File: src/rtl/kbd_uart_mmio.sv
// kbd_uart_mmio: bus-mapped console with a keyboard RX FIFO, a TX FIFO draining
// into the JTAG UART Avalon slave, status/control registers and a level irq.
module kbd_uart_mmio #(
    parameter int ADDR_WIDTH = 64,
    parameter int DATA_WIDTH = 64,
    parameter logic [ADDR_WIDTH-1:0] BASE_ADDR = 64'h8000_0000,
    parameter int RX_DEPTH = 16,
    parameter int TX_DEPTH = 16
) (
    input  logic                  clk,
    input  logic                  reset,
    input  logic [ADDR_WIDTH-1:0] bus_address,
    input  logic [DATA_WIDTH-1:0] bus_write_data,
    input  logic                  bus_write_enable,
    input  logic                  bus_read_enable,
    output logic [DATA_WIDTH-1:0] bus_read_data,
    input  logic [7:0]            kbd_ascii,
    input  logic                  kbd_pressed,
    output logic                  irq,
    output logic                  uart_address,
    output logic [31:0]           uart_writedata,
    output logic                  uart_write_n,
    input  logic                  uart_waitrequest
);
    localparam int RAW = $clog2(RX_DEPTH);
    localparam int TAW = $clog2(TX_DEPTH);

    typedef enum logic {IDLE, WRITE} state_t;

    logic                sel;
    logic [1:0]          off;
    logic                ctrl_wr;
    logic                unused;
    logic [7:0]          rx_mem [RX_DEPTH];
    logic [RAW-1:0]      rx_rd, rx_wr;
    logic [RAW:0]        rx_cnt;
    logic                kbd_prev, rx_push, rx_pop, rx_acc, rx_full, rx_empty;
    logic [7:0]          tx_mem [TX_DEPTH];
    logic [TAW-1:0]      tx_rd, tx_wr;
    logic [TAW:0]        tx_cnt;
    logic                tx_push, tx_pop, tx_acc, tx_full, tx_empty;
    logic                rx_overflow, tx_drop, rx_irq_en;
    logic [31:0]         status, rd_mux;
    state_t              state, state_next;

    assign sel      = bus_address[ADDR_WIDTH-1:5] == BASE_ADDR[ADDR_WIDTH-1:5];
    assign off      = bus_address[4:3];
    assign ctrl_wr  = sel & bus_write_enable & (off == 2'd3);
    assign unused   = ^{bus_address[2:0], bus_write_data[DATA_WIDTH-1:8]};

    assign rx_push  = kbd_pressed & ~kbd_prev;
    assign rx_empty = rx_cnt == '0;
    assign rx_full  = rx_cnt == (RAW+1)'(RX_DEPTH);
    assign rx_pop   = sel & bus_read_enable & (off == 2'd0) & ~rx_empty;
    assign rx_acc   = rx_push & (~rx_full | rx_pop);

    assign tx_push  = sel & bus_write_enable & (off == 2'd2);
    assign tx_empty = tx_cnt == '0;
    assign tx_full  = tx_cnt == (TAW+1)'(TX_DEPTH);
    assign tx_acc   = tx_push & (~tx_full | tx_pop);

    assign uart_address = 1'b0;

    always_ff @(posedge clk) begin
        if (rx_acc)
            rx_mem[rx_wr] <= kbd_ascii;
        if (tx_acc)
            tx_mem[tx_wr] <= bus_write_data[7:0];
    end

    always_ff @(posedge clk) begin
        if (reset) begin
            kbd_prev <= 1'b0;
            rx_rd    <= '0;
            rx_wr    <= '0;
            rx_cnt   <= '0;
            tx_rd    <= '0;
            tx_wr    <= '0;
            tx_cnt   <= '0;
        end else begin
            kbd_prev <= kbd_pressed;
            rx_wr    <= rx_acc ? rx_wr + 1'b1 : rx_wr;
            rx_rd    <= rx_pop ? rx_rd + 1'b1 : rx_rd;
            rx_cnt   <= rx_cnt + (RAW+1)'(rx_acc) - (RAW+1)'(rx_pop);
            tx_wr    <= tx_acc ? tx_wr + 1'b1 : tx_wr;
            tx_rd    <= tx_pop ? tx_rd + 1'b1 : tx_rd;
            tx_cnt   <= tx_cnt + (TAW+1)'(tx_acc) - (TAW+1)'(tx_pop);
        end
    end

    // A sticky set in the same cycle as a CTRL clear must survive.
    always_ff @(posedge clk) begin
        if (reset) begin
            rx_overflow <= 1'b0;
            tx_drop     <= 1'b0;
            rx_irq_en   <= 1'b0;
            irq         <= 1'b0;
        end else begin
            rx_overflow <= (rx_push & rx_full & ~rx_pop) | (rx_overflow & ~(ctrl_wr & bus_write_data[1]));
            tx_drop     <= (tx_push & tx_full & ~tx_pop) | (tx_drop & ~(ctrl_wr & bus_write_data[1]));
            rx_irq_en   <= ctrl_wr ? bus_write_data[0] : rx_irq_en;
            irq         <= rx_irq_en & ~rx_empty;
        end
    end

    always_comb begin
        status = {8'(tx_cnt), 8'(rx_cnt), 9'b0, rx_irq_en, tx_drop, rx_overflow,
                  tx_full, tx_empty, rx_full, ~rx_empty};
        rd_mux = !sel         ? 32'd0 :
                 off == 2'd0  ? (rx_empty ? 32'd0 : {24'd0, rx_mem[rx_rd]}) :
                 off == 2'd1  ? status :
                 off == 2'd3  ? {31'd0, rx_irq_en} : 32'd0;
    end

    always_ff @(posedge clk) begin
        if (reset)
            bus_read_data <= '0;
        else if (bus_read_enable)
            bus_read_data <= DATA_WIDTH'(rd_mux);
    end

    always_comb begin
        tx_pop     = (state == IDLE) & ~tx_empty;
        state_next = tx_pop ? WRITE : (state == WRITE && uart_waitrequest) ? WRITE : IDLE;
    end

    always_ff @(posedge clk) begin
        if (reset) begin
            state          <= IDLE;
            uart_write_n   <= 1'b1;
            uart_writedata <= '0;
        end else begin
            state          <= state_next;
            uart_write_n   <= state_next != WRITE;
            uart_writedata <= tx_pop ? {24'd0, tx_mem[tx_rd]} : uart_writedata;
        end
    end
endmodule

File: config.mk
export PLATFORM = sky130hd
export DESIGN_NAME = kbd_uart_mmio
export DESIGN_NICKNAME = d
export VERILOG_FILES = /design/src/rtl/kbd_uart_mmio.sv
export SDC_FILE = /design/constraint.sdc
export NUM_CORES = 1
export LEC_CHECK = 0
export BUFFER_PORTS_ARGS = -buffer_cell sky130_fd_sc_hd__buf_2
export CAP_MARGIN = 40
export CORE_ASPECT_RATIO = 1.2
export CORE_UTILIZATION = 55
export CTS_BUF_LIST = sky130_fd_sc_hd__clkbuf_4
export DETAILED_ROUTE_END_ITERATION = 10
export HOLD_SLACK_MARGIN = 0.15
export MAX_ROUTING_LAYER = met4
export PLACE_DENSITY = 0.84
export SKIP_LAST_GASP = 1
export SLEW_MARGIN = 30
export SYNTH_ARGS = -nofsm -noshare
export SYNTH_HDL_FRONTEND = slang
export SYNTH_SLANG_ARGS = --single-unit
File: constraint.sdc
create_clock -name clk -period 4.9 [get_ports clk]
set_input_delay 0.245 -clock clk [delete_from_list [all_inputs] [get_ports clk]]
set_output_delay 0.245 -clock clk [all_outputs]
set_load 0.01 [all_outputs]
==> Flow_metrics.wiki <==
{| class="wikitable"
! Metric !! Value
|-
| Status || finished, final reports clean
|-
| Part of the Yosys area used for sequential elements || 66.85%
|-
| TritonCTS Buffers || 75
|-
| Signed area change from the synthesized netlist to the final layout || 14.97%
|-
| Uppermost routed layer || met4
|-
| Number of iterations in the first detailed-routing pass || 5
|-
| Number of fill cells || 1628
|-
| Maximum root-to-sink buffer count || 3
|-
| Layout Cells excl Fill || 1405
|-
| Ports placed on the boundary || 241
|-
| Core area || 23890 sq um
|-
| Maximum ir drop on the vdd rail || 0.2992 mV
|-
| Fin crit period || 4.314 ns
|-
| H-tree level count || 3
|-
| Min Hold Slack || 0.2059 ns
|-
| Warning count from the yosys run || 0
|-
| Global-route wire length before repair || 41380 um
|-
| Layout cell share with drive strength beyond 1 || 30.81%
|-
| Arrival time at the worst endpoint || 4.93 ns
|-
| Most used flip-flop cell after synthesis || sky130_fd_sc_hd__edfxtp_1
|-
| Max frequency || 231.8 MHz
|-
| Setup Skew || 0.05017 ns
|-
| Clk_lat worst skew || 0.68 ns
|-
| Kind of capture point of the worst setup path || flip-flop
|-
| CTS tree || yes
|-
| Type of the most critical hold path || input port to flip-flop
|-
| Commonest cells after routing, fill and taps aside || sky130_fd_sc_hd__edfxtp_1 (256), sky130_fd_sc_hd__clkbuf_4 (111), sky130_fd_sc_hd__buf_2 (110)
|-
| DPL Wire Length || 17200 um
|-
| Post-route cell area || 15390 sq um
|-
| Post-DRT Antenna Nets || 0
|-
| Met1 Wirelength || 9435 um
|-
| Height of the chip || 172.9 um
|-
| Via count of the first global-routing pass || 7810
|-
| DRC violations left || 0
|-
| Post-CTS Setup Repair Bufs || 0
|-
| Slew Limit Headroom || 43.66%
|-
| Max Cap Viol || 0
|-
| Setup repair after global routing missed its margin || no
|-
| Clock-pin slew reported for the worst setup and hold paths after clock tree synthesis || 0.07 ns
|-
| Data required time at the worst endpoint || 5.51 ns
|-
| Mapped Cells || 828
|-
| Met2 routed wirelength || 14300 um
|-
| Total congestion overflow || 0
|-
| Final routed wire length divided by cell count || 19.01 um
|-
| Met3 wire len || 1834 um
|-
| Post-layout net count || 1193
|-
| Placed Area || 14030 sq um
|-
| First-iteration detailed-routing DRC count || 619
|-
| Unique masters post-synth || 51
|-
| Count of state elements after synthesis || 319
|-
| Cell Rows || 62
|-
| Summed instance area of the synthesized netlist || 13390 sq um
|-
| Inst Count DP || 1236
|-
| Register-to-register setup slack || 0.72 ns
|-
| Total setup violations reported at the end of the flow || 0
|-
| Avg Vias per Cell || 5.483
|-
| Classification of the worst setup path || input port to flip-flop
|-
| Post-synthesis async set-or-reset flop share || 0%
|-
| Average size of a mapped cell || 16.17 sq um
|-
| Commonest non-fill, non-tap cell in the layout || sky130_fd_sc_hd__edfxtp_1
|-
| Overall power consumption || 0.006318 W
|-
| Global router's overall resource usage || 23.06%
|-
| Global placement routability congestion || 0.7657
|-
| Final count of pins violating max slew || 0
|-
| Pwr Density || 410.5 nW/um^2
|-
| Clk Tree Root Cell || sky130_fd_sc_hd__clkbuf_4
|-
| Count of final hold-check violations || 0
|-
| Total die area || 24970 sq um
|-
| Leakage power summed over all cells || 5.484 nW
|-
| Largest net degree at the start of global routing || 66
|-
| Input/output buffers || 110
|-
| Effective utilization at floorplan || 56.03%
|-
| Sink Count || 319
|-
| Total wire length after detailed routing || 26710 um
|-
| Number of enable-type register cells in the synthesized netlist || 256
|-
| Via count of the routed design || 7704
|-
| Sum of negative setup slack || 0 ns
|-
| Antenna violations before repair || 1
|-
| Die Span X || 144.4 um
|-
| Type of element launching the critical path || input port
|-
| Slew at the pin closest to its max-slew limit || 0.8451 ns
|-
| Worst-path maximum fanout || 15
|-
| Final worst path period share || 88.05%
|}
-- flip-flops by register name (all words and copies together), names as in the netlist, named ones only --
name            cells
tx_wr               4
state               1
rx_irq_en           1
tx_cnt              5
rx_mem            128
tx_drop             1
rx_rd               4
uart_writedata      8
irq                 1
tx_rd               4
rx_cnt              5
rx_wr               4
uart_write_n        1
bus_read_data      18
tx_mem            128
rx_overflow         1
kbd_prev            1
-- cell type report --
type	instances	area, sq um	area share (%)
diodes	1	2.502	0.01626
clock buffers	110	825.8	5.365
clock inverters	24	182.7	1.187
inverters	22	82.58	0.5365
multi-input cells	449	3926	25.51
flip-flops and latches	319	8952	58.17
well taps	320	400.4	2.601
repair buffers	160	1018	6.617
-- per-stage QoR --
step / utilization (%) / worst slack (ns)
detailed placement: 58.73 / 0.5445
global placement: 58.60 / 0.5943
CTS: 64.29 / 0.7234
global route: 64.42 / 0.3518
floorplan: - / 1.224
finish: 64.42 / 0.5857
-- cells by family (layout without fill, tap and decap cells) --
| family | after synthesis | count (layout) | share of synthesized area, % |
|---|---|---|---|
| flip-flops | 319 | 319 | 66.85 |
| XOR/XNOR | 12 | 12 | 0.7851 |
| other | 1 | 72 | 0.02801 |
| adder cells (fa/ha/maj) | 24 | 24 | 2.355 |
| AO/OA/AOI/OAI | 70 | 70 | 3.440 |
| buffers and inverters | 130 | 316 | 5.786 |
| AND/OR/NAND/NOR | 186 | 186 | 7.543 |
| multiplexers | 86 | 86 | 13.22 |
-- Yosys cell counts, types with 3 or more instances --
library cell | instances | area (sq um)
sky130_fd_sc_hd__ha_1 | 22 | 275.3
sky130_fd_sc_hd__nor3_1 | 12 | 60.06
sky130_fd_sc_hd__and3_1 | 14 | 87.58
sky130_fd_sc_hd__nor2_1 | 46 | 172.7
sky130_fd_sc_hd__edfxtp_1 | 256 | 7687
sky130_fd_sc_hd__nand3_1 | 6 | 30.03
sky130_fd_sc_hd__a21oi_1 | 34 | 170.2
sky130_fd_sc_hd__a221oi_1 | 3 | 26.28
sky130_fd_sc_hd__nand4_1 | 5 | 31.28
sky130_fd_sc_hd__dfxtp_1 | 63 | 1261
sky130_fd_sc_hd__mux4_2 | 72 | 1622
sky130_fd_sc_hd__xor2_1 | 5 | 43.79
sky130_fd_sc_hd__inv_1 | 21 | 78.83
sky130_fd_sc_hd__nor2b_1 | 22 | 137.6
sky130_fd_sc_hd__a211oi_1 | 9 | 67.56
sky130_fd_sc_hd__buf_1 | 6 | 22.52
sky130_fd_sc_hd__clkbuf_1 | 22 | 82.58
sky130_fd_sc_hd__nor4_2 | 4 | 50.05
sky130_fd_sc_hd__buf_4 | 72 | 540.5
sky130_fd_sc_hd__nor4_1 | 9 | 56.30
sky130_fd_sc_hd__a21o_1 | 4 | 30.03
sky130_fd_sc_hd__mux2i_1 | 11 | 110.1
sky130_fd_sc_hd__buf_2 | 7 | 35.03
sky130_fd_sc_hd__a22oi_1 | 14 | 105.1
sky130_fd_sc_hd__nand2b_1 | 4 | 25.02
sky130_fd_sc_hd__or3_1 | 3 | 18.77
sky130_fd_sc_hd__and2_1 | 6 | 37.54
sky130_fd_sc_hd__nand2_1 | 39 | 146.4
sky130_fd_sc_hd__xnor2_1 | 7 | 61.31
sky130_fd_sc_hd__o21ai_0 | 3 | 15.01
sky130_fd_sc_hd__nor4b_1 | 3 | 26.28
-- critical path, cell delays in order --
cell                            delay [ns]
sky130_fd_sc_hd__dlygate4sd3_1        0.53
sky130_fd_sc_hd__buf_2                0.12
sky130_fd_sc_hd__nor4_1               0.25
sky130_fd_sc_hd__dlygate4sd3_1        0.64
sky130_fd_sc_hd__nand2_1              0.06
sky130_fd_sc_hd__or4_1                0.47
sky130_fd_sc_hd__or3_1                0.51
sky130_fd_sc_hd__a21oi_4              0.38
sky130_fd_sc_hd__inv_1                0.08
sky130_fd_sc_hd__ha_1                 0.28
sky130_fd_sc_hd__inv_1                0.04
sky130_fd_sc_hd__ha_1                 0.20
sky130_fd_sc_hd__fa_1                 0.44
sky130_fd_sc_hd__a21oi_1              0.14
sky130_fd_sc_hd__nor2_1               0.07
sky130_fd_sc_hd__or3_1                0.35
sky130_fd_sc_hd__a21oi_1              0.14
-- power by group --
group / internal [W] / switching [W] / leakage, nW
Clock: 0.00119 / 0.000999 / 0.585
Combinational: 0.000498 / 0.000541 / 2.08
Sequential: 0.00302 / 0.0000695 / 2.82
-- path summary, 6_finish.rpt --
path | end | cells after the start | from
min | bus_read_data[0] | 6 | bus_address[33]
min reg2reg | uart_writedata[5] | 2 | uart_writedata[5]
max | rx_cnt[4] | 17 | bus_address[60]
max reg2reg | rx_cnt[4] | 16 | rx_cnt[2]
-- repair_timing --
item | in CTS | in global routing
hold buffers | 32 | 0
resized for setup | 0 | 0
endpoints found under the setup margin | 0 | 0
hold endpoints to repair | 286 | 0
-- routing by layer --
layer	global-route usage, %	vias to the layer above
met5	-	-
met4	12.11	0
met3	5.345	85
met2	39.20	369
met1	24.72	3764
li1	-	3486
Power figures use the tool's default switching activity.
